**config.mk**
```make
export PLATFORM = sky130hd
export DESIGN_NAME = game_ctrl_fsm
export DESIGN_NICKNAME = d
export VERILOG_FILES = /design/src/rtl/warships_pkg.sv /design/src/rtl/link_timer.sv /design/src/rtl/game_ctrl_fsm.sv
export SDC_FILE = /design/constraint.sdc
export NUM_CORES = 1
export LEC_CHECK = 0
export BUFFER_PORTS_ARGS = -buffer_cell sky130_fd_sc_hd__buf_2
export CORE_MARGIN = 5
export CORE_UTILIZATION = 43
export DETAILED_ROUTE_END_ITERATION = 8
export PLACE_DENSITY = 0.72
export SLEW_MARGIN = 10
export SYNTH_ARGS = -nofsm -noshare
export SYNTH_HDL_FRONTEND = slang
export SYNTH_HIERARCHICAL = 1
export SYNTH_SLANG_ARGS = --single-unit
export TNS_END_PERCENT = 30
```
**constraint.sdc**
```tcl
create_clock -name clk -period 4.6 [get_ports clk]
set_input_delay 0.46 -clock clk [delete_from_list [all_inputs] [get_ports clk]]
set_output_delay 0.46 -clock clk [all_outputs]
set_load 0.01 [all_outputs]
```
**src/rtl/warships_pkg.sv**
```systemverilog
// Shared types and defaults for the warships game controller.
package warships_pkg;

    localparam int unsigned SHIP_CELLS_DFLT = 10;

    typedef enum logic [1:0] {
        CELL_EMPTY = 2'b00,
        CELL_SHIP  = 2'b01,
        CELL_MISS  = 2'b10,
        CELL_HIT   = 2'b11
    } cell_e;

    typedef enum logic [3:0] {
        ST_CLEAR       = 4'd0,
        ST_IDLE        = 4'd1,
        ST_PLACE_RD    = 4'd2,
        ST_PLACE_CHK   = 4'd3,
        ST_WAIT_ENEMY  = 4'd4,
        ST_DEF_RD      = 4'd5,
        ST_DEF_CHK     = 4'd6,
        ST_DEF_ACK     = 4'd7,
        ST_WAIT_SHOT   = 4'd8,
        ST_SHOT        = 4'd9,
        ST_WAIT_ANSWER = 4'd10,
        ST_SAVE_RESULT = 4'd11,
        ST_WIN         = 4'd12,
        ST_LOSE        = 4'd13,
        ST_LINK_ERR    = 4'd14
    } state_e;

    // Cell code recorded on the enemy board for a peer answer.
    function automatic logic [1:0] shot_result(input logic hit);
        return hit ? CELL_HIT : CELL_MISS;
    endfunction

endpackage

```
**src/rtl/link_timer.sv**
```systemverilog
// Counts cycles spent waiting on the peer; expired flags the last allowed cycle.
module link_timer #(
    parameter int unsigned TIMEOUT_CYC = 0
) (
    input  logic clk,
    input  logic rst,
    input  logic clear,
    input  logic enable,
    output logic expired
);

    localparam int unsigned CW = (TIMEOUT_CYC > 1) ? $clog2(TIMEOUT_CYC) : 1;
    localparam logic [CW-1:0] LAST = (TIMEOUT_CYC > 0) ? CW'(TIMEOUT_CYC - 1) : '0;

    logic [CW-1:0] cnt;

    // Cycle counter, held at zero whenever not waiting, stops at the last cycle.
    always_ff @(posedge clk) begin
        if (rst || clear) begin
            cnt <= '0;
        end else if (enable && (cnt != LAST)) begin
            cnt <= cnt + CW'(1);
        end
    end

    assign expired = (TIMEOUT_CYC != 0) && enable && (cnt == LAST);

endmodule

```
**src/rtl/game_ctrl_fsm.sv**
```systemverilog
// Warships game controller: board clear, ship placement, shot/defence exchange with a peer.
module game_ctrl_fsm
    import warships_pkg::*;
#(
    parameter int unsigned ADDR_W      = 8,
    parameter int unsigned SHIP_CELLS  = SHIP_CELLS_DFLT,
    parameter int unsigned TIMEOUT_CYC = 0,
    localparam int unsigned CTR_W      = $clog2(SHIP_CELLS + 1)
) (
    input  logic              clk,
    input  logic              rst,
    input  logic              start_btn,
    output logic              start_btn_en,
    input  logic [ADDR_W-1:0] my_grid_cords,
    input  logic [ADDR_W-1:0] en_grid_cords,
    output logic [ADDR_W-1:0] my_mem_addr,
    output logic [1:0]        my_mem_wdata,
    output logic              my_mem_we,
    input  logic [1:0]        my_mem_rdata,
    output logic [ADDR_W-1:0] en_mem_addr,
    output logic [1:0]        en_mem_wdata,
    output logic              en_mem_we,
    input  logic              ready_in,
    input  logic              hit_in,
    input  logic [ADDR_W-1:0] cords_in,
    output logic              ready_out,
    output logic              hit_out,
    output logic [ADDR_W-1:0] cords_out,
    output logic [CTR_W-1:0]  my_ctr,
    output logic [CTR_W-1:0]  en_ctr,
    output logic [3:0]        state_out,
    output logic              link_err
);

    localparam logic [ADDR_W-1:0] NONE      = '1;
    localparam logic [ADDR_W-1:0] LAST_ADDR = NONE - ADDR_W'(1);
    localparam logic [CTR_W-1:0]  CELLS     = CTR_W'(SHIP_CELLS);

    state_e            state, nxt_state;
    logic [ADDR_W-1:0] clr_addr, nxt_clr_addr;
    logic              nxt_btn_en, nxt_ready, nxt_hit, nxt_link_err;
    logic [ADDR_W-1:0] nxt_my_addr, nxt_en_addr, nxt_cords;
    logic [1:0]        nxt_my_wdata, nxt_en_wdata;
    logic              nxt_my_we, nxt_en_we;
    logic [CTR_W-1:0]  nxt_my_ctr, nxt_en_ctr;
    logic              timer_run, timer_expired;

    assign timer_run = (state == ST_WAIT_ANSWER) || (state == ST_DEF_ACK);
    assign state_out = state;

    link_timer #(
        .TIMEOUT_CYC (TIMEOUT_CYC)
    ) u_link_timer (
        .clk     (clk),
        .rst     (rst),
        .clear   (!timer_run),
        .enable  (timer_run),
        .expired (timer_expired)
    );

    // State and registered outputs.
    always_ff @(posedge clk) begin
        if (rst) begin
            state        <= ST_CLEAR;
            clr_addr     <= '0;
            start_btn_en <= 1'b1;
            my_mem_addr  <= '0;
            my_mem_wdata <= '0;
            my_mem_we    <= 1'b0;
            en_mem_addr  <= '0;
            en_mem_wdata <= '0;
            en_mem_we    <= 1'b0;
            ready_out    <= 1'b0;
            hit_out      <= 1'b0;
            cords_out    <= '0;
            my_ctr       <= CELLS;
            en_ctr       <= CELLS;
            link_err     <= 1'b0;
        end else begin
            state        <= nxt_state;
            clr_addr     <= nxt_clr_addr;
            start_btn_en <= nxt_btn_en;
            my_mem_addr  <= nxt_my_addr;
            my_mem_wdata <= nxt_my_wdata;
            my_mem_we    <= nxt_my_we;
            en_mem_addr  <= nxt_en_addr;
            en_mem_wdata <= nxt_en_wdata;
            en_mem_we    <= nxt_en_we;
            ready_out    <= nxt_ready;
            hit_out      <= nxt_hit;
            cords_out    <= nxt_cords;
            my_ctr       <= nxt_my_ctr;
            en_ctr       <= nxt_en_ctr;
            link_err     <= nxt_link_err;
        end
    end

    // Next state and next output values; write enables are single-cycle pulses.
    always_comb begin
        nxt_state    = state;
        nxt_clr_addr = clr_addr;
        nxt_btn_en   = start_btn_en;
        nxt_my_addr  = my_mem_addr;
        nxt_my_wdata = my_mem_wdata;
        nxt_my_we    = 1'b0;
        nxt_en_addr  = en_mem_addr;
        nxt_en_wdata = en_mem_wdata;
        nxt_en_we    = 1'b0;
        nxt_ready    = ready_out;
        nxt_hit      = hit_out;
        nxt_cords    = cords_out;
        nxt_my_ctr   = my_ctr;
        nxt_en_ctr   = en_ctr;
        nxt_link_err = link_err;

        case (state)
            ST_CLEAR: begin
                nxt_my_addr  = clr_addr;
                nxt_my_wdata = CELL_EMPTY;
                nxt_my_we    = 1'b1;
                nxt_en_addr  = clr_addr;
                nxt_en_wdata = CELL_EMPTY;
                nxt_en_we    = 1'b1;
                if (clr_addr == LAST_ADDR) begin
                    nxt_clr_addr = '0;
                    nxt_state    = ST_IDLE;
                end else begin
                    nxt_clr_addr = clr_addr + ADDR_W'(1);
                end
            end

            ST_IDLE: begin
                if (my_ctr == '0) begin
                    if (start_btn) begin
                        nxt_my_ctr = CELLS;
                        nxt_en_ctr = CELLS;
                        nxt_ready  = 1'b1;
                        nxt_hit    = 1'b0;
                        nxt_btn_en = 1'b0;
                        nxt_state  = ready_in ? ST_WAIT_ENEMY : ST_WAIT_SHOT;
                    end
                end else if (my_grid_cords != NONE) begin
                    nxt_my_addr = my_grid_cords;
                    nxt_state   = ST_PLACE_RD;
                end
            end

            ST_PLACE_RD: nxt_state = ST_PLACE_CHK;

            // Only an empty cell takes a ship; duplicates are silently dropped.
            ST_PLACE_CHK: begin
                if ((my_mem_rdata == CELL_EMPTY) && (my_ctr != '0)
                        && (my_mem_addr != NONE)) begin
                    nxt_my_wdata = CELL_SHIP;
                    nxt_my_we    = 1'b1;
                    nxt_my_ctr   = my_ctr - CTR_W'(1);
                end
                nxt_state = ST_IDLE;
            end

            ST_WAIT_ENEMY: begin
                if (ready_in && hit_in) begin
                    nxt_my_addr = cords_in;
                    nxt_ready   = 1'b0;
                    nxt_state   = ST_DEF_RD;
                end
            end

            ST_DEF_RD: nxt_state = ST_DEF_CHK;

            // Re-hitting a HIT cell reports a hit without costing another ship cell.
            ST_DEF_CHK: begin
                nxt_hit = 1'b0;
                if (my_mem_addr != NONE) begin
                    case (my_mem_rdata)
                        CELL_SHIP: begin
                            nxt_my_wdata = CELL_HIT;
                            nxt_my_we    = 1'b1;
                            nxt_hit      = 1'b1;
                            if (my_ctr != '0) begin
                                nxt_my_ctr = my_ctr - CTR_W'(1);
                            end
                        end
                        CELL_HIT: nxt_hit = 1'b1;
                        default: begin
                            nxt_my_wdata = CELL_MISS;
                            nxt_my_we    = 1'b1;
                        end
                    endcase
                end
                nxt_ready = 1'b1;
                nxt_state = ST_DEF_ACK;
            end

            ST_DEF_ACK: begin
                if (ready_in) begin
                    nxt_hit   = 1'b0;
                    nxt_state = (my_ctr == '0) ? ST_LOSE : ST_WAIT_SHOT;
                end else if (timer_expired) begin
                    nxt_link_err = 1'b1;
                    nxt_ready    = 1'b0;
                    nxt_hit      = 1'b0;
                    nxt_state    = ST_LINK_ERR;
                end
            end

            ST_WAIT_SHOT: begin
                if (en_grid_cords != NONE) begin
                    nxt_cords = en_grid_cords;
                    nxt_hit   = 1'b1;
                    nxt_ready = 1'b1;
                    nxt_state = ST_SHOT;
                end
            end

            ST_SHOT: nxt_state = ST_WAIT_ANSWER;

            ST_WAIT_ANSWER: begin
                if (ready_in) begin
                    if (cords_in != NONE) begin
                        nxt_en_addr  = cords_in;
                        nxt_en_wdata = shot_result(hit_in);
                        nxt_en_we    = 1'b1;
                        if (hit_in && (en_ctr != '0)) begin
                            nxt_en_ctr = en_ctr - CTR_W'(1);
                        end
                    end
                    nxt_state = ST_SAVE_RESULT;
                end else if (timer_expired) begin
                    nxt_link_err = 1'b1;
                    nxt_ready    = 1'b0;
                    nxt_hit      = 1'b0;
                    nxt_state    = ST_LINK_ERR;
                end
            end

            ST_SAVE_RESULT: begin
                nxt_hit   = 1'b0;
                nxt_state = (en_ctr == '0) ? ST_WIN : ST_WAIT_ENEMY;
            end

            // Game over: wait for a rematch request, then wipe both boards.
            ST_WIN, ST_LOSE, ST_LINK_ERR: begin
                nxt_btn_en = 1'b1;
                if (start_btn) begin
                    nxt_link_err = 1'b0;
                    nxt_my_ctr   = CELLS;
                    nxt_en_ctr   = CELLS;
                    nxt_ready    = 1'b0;
                    nxt_hit      = 1'b0;
                    nxt_clr_addr = '0;
                    nxt_state    = ST_CLEAR;
                end
            end

            default: nxt_state = ST_CLEAR;
        endcase
    end

endmodule
```
==> flow_summary_export.csv <==
group,metric,value,unit
grt,first_pass_grt_wire_length,15.59,mm
layout,post_route_cells_drive_above_1_share,0.2378,
route,antenna_left,0,
floorplan,initial_utilization,0.4388,
route,wirelength,9.510,mm
floorplan,die_h,98.34,um
critical_path,reg2reg_setup_slack,2.01,ns
grt,vias_in_the_first_global_route,3162,
clocking,cts.clk_slew.worst_paths,0.11,ns
floorplan,die_width,98.34,um
synthesis,yosys_warnings,6,
critical_path,nature_of_the_critical_path_endpoint,"flip-flop",
clocking,cts_sinks,54,
power_and_ir_drop,peakVddDrop,182.7,uV
critical_path,crit_path_max_fanout,32,
place,gp_routability_congestion,0.9324,
floorplan,placement_rows,32,
sta,rsz0062_at_grt,"no",
critical_path,timing.critical_path.required,4.84,ns
route,detail_route.iter0.violations,329,
clocking,postCtsResizedCells,0,
run,maxCapViolCount,0,
route,detail_route.vias_per_cell,5.869,
floorplan,die_area,9671,um^2
clocking,cts_htree_levels,2,
grt,track_usage,0.1927,
grt,grt_start_max_net_pins,39,
layout,n_fill_cell,739,
critical_path,path_class,"reg2reg",
sta,maxSlewHeadroom,0.3599,
floorplan,design.portCount,77,
sta,tns_setup,0,ns
clocking,cts_inserted_buffers,5,
clocking,cts.root.buffer_cell,"clkbuf_8",
sta,timing_worst_slew_pin_value,0.9602,ns
synthesis,netlist_area,3356,um^2
synthesis,postSynthNetCount,450,
sta,timing.fmax,0.3860,GHz
route,drt_pass1_iterations,5,
route,vias,3363,
sta,finalHoldViolations,0,
synthesis,postSynthCellCount,413,
route,drc,0,
place,numPlacedInstances,565,
place,post_dp_hpwl,6.992,mm
critical_path,critPathLaunchType,"flip-flop",
floorplan,core,7647,um^2
sta,setup_viol_count_final,0,
grt,grt_overflow,0,
clocking,cts.repair_timing.setup_buffer_count,0,
route,routed_wire_length_per_instance,16.60,um
clocking,insertion_delay,0.32,ns
place,port-buffer-count,76,
power_and_ir_drop,ratio_of_total_power_to_cell_area,358.8,nW/um^2
layout,final-instance-count-excl-fill,573,
clocking,holdBufCountCts,0,
clocking,clock_path_buffers,2,
grt,antenna_violations_before_repair,0,
sta,drv_slew,0,
status,outcome,"finished, final reports clean",
critical_path,critical_path_arrival,2.83,ns
clocking,tritoncts_clock_tree,"built",
layout,final_nets,507,
layout,n_antenna_cell,0,
synthesis,mean_syn_cell_area,8.125,um^2
layout,layout_overhead_on_the_synthesized_area,14.77,%
sta,fin_worst_skew,0.01176,ns
power_and_ir_drop,cellLeakagePower,1.556,nW
sta,period_minus_slack,2.591,ns
hold_path,hp-class,"in2reg",
sta,post-route-period-util,0.5632,
## stage by stage
stage	hold WS [ns]	utilization	area, um^2	setup WS (ns)	total power, mW
final	0.3938	0.5036	3851	2.009	1.382
after global routing	0.4103	0.5036	3851	1.764	1.471
after CTS	0.3890	0.5036	3851	2.026	1.386
after detailed placement	0.4692	0.4884	3735	2.041	1.049
after global placement	0.4511	0.4884	3735	2.229	1.038
after floorplan	0.4610	-	3356	2.659	0.9181
## per-layer routing
layer / GRT usage / part of all wire / up-vias / wire length, um
met5: 0 / 0 / - / 0
met4: 0.06092 / 0.017 / 0 / 157
met3: 0.04071 / 0.073 / 17 / 693
met2: 0.3021 / 0.47 / 126 / 4492
met1: 0.2649 / 0.44 / 1555 / 4167
li1: - / - / 1665 / -
## final timing paths
check,start,to,cells past startpoint
min reg2reg,my_mem_wdata[1]$_SDFFE_PP0P_,my_mem_wdata[1]$_SDFFE_PP0P_,1
max,state_out[0]$_SDFFE_PP0P_,my_mem_addr[1]$_SDFFE_PP0P_,6
min,en_grid_cords[4],cords_out[4]$_SDFFE_PP0P_,3
max reg2reg,state_out[0]$_SDFFE_PP0P_,my_mem_addr[1]$_SDFFE_PP0P_,6
## layout make-up
| cell class | instances | area (um^2) | area share |
|---|---|---|---|
| tap | 102 | 127.6 | 0.03314 |
| multi-input combinational | 305 | 2018 | 0.5240 |
| inverter | 22 | 82.58 | 0.02144 |
| timing repair buffer | 82 | 425.4 | 0.1105 |
| sequential | 54 | 1081 | 0.2807 |
| clock buffer | 5 | 68.82 | 0.01787 |
| clock inverter | 3 | 47.55 | 0.01235 |
## layout by cell type (no fill, tap or decap), types with 4 or more instances in the layout
cell type  count
a221oi_1       9
buf_4          6
a211oi_1      12
o221a_2        4
dfxtp_1       54
a31oi_1        5
clkbuf_8       5
nand4_1       10
ha_1           6
o21ai_0       11
nor2_1        61
buf_2         76
nand2_1       17
a311oi_1      12
mux2i_1        8
and2_1         7
nor2b_1        4
nor3b_1        4
inv_1         21
o211ai_1       7
nand3_1        9
nor3_1         6
o31ai_1        4
a21oi_1       39
## critical path, stage by stage (launching register included)
cell and delay [ns]:
dfxtp_1 0.33, buf_4 0.29, nor4b_2 0.77, nand2_1 0.14
o32ai_2 0.54, a21oi_1 0.16, a311oi_1 0.27
## sequential cells by signal, indices dropped and copies added, names as in the netlist
register and flops:
clr_addr 8, cords_out 8, en_ctr 4, en_mem_addr 8, en_mem_wdata 2, en_mem_we 1, hit_out 1, link_err 1
my_ctr 4, my_mem_addr 8, my_mem_wdata 2, my_mem_we 1, ready_out 1, start_btn_en 1, state_out 4
## where the power goes
part	total, mW	switching [mW]	internal [mW]
registers	0.578	0.0472	0.530
logic	0.463	0.275	0.188
clock network	0.341	0.175	0.165
Note: power is estimated with default switching activity, not from simulation.
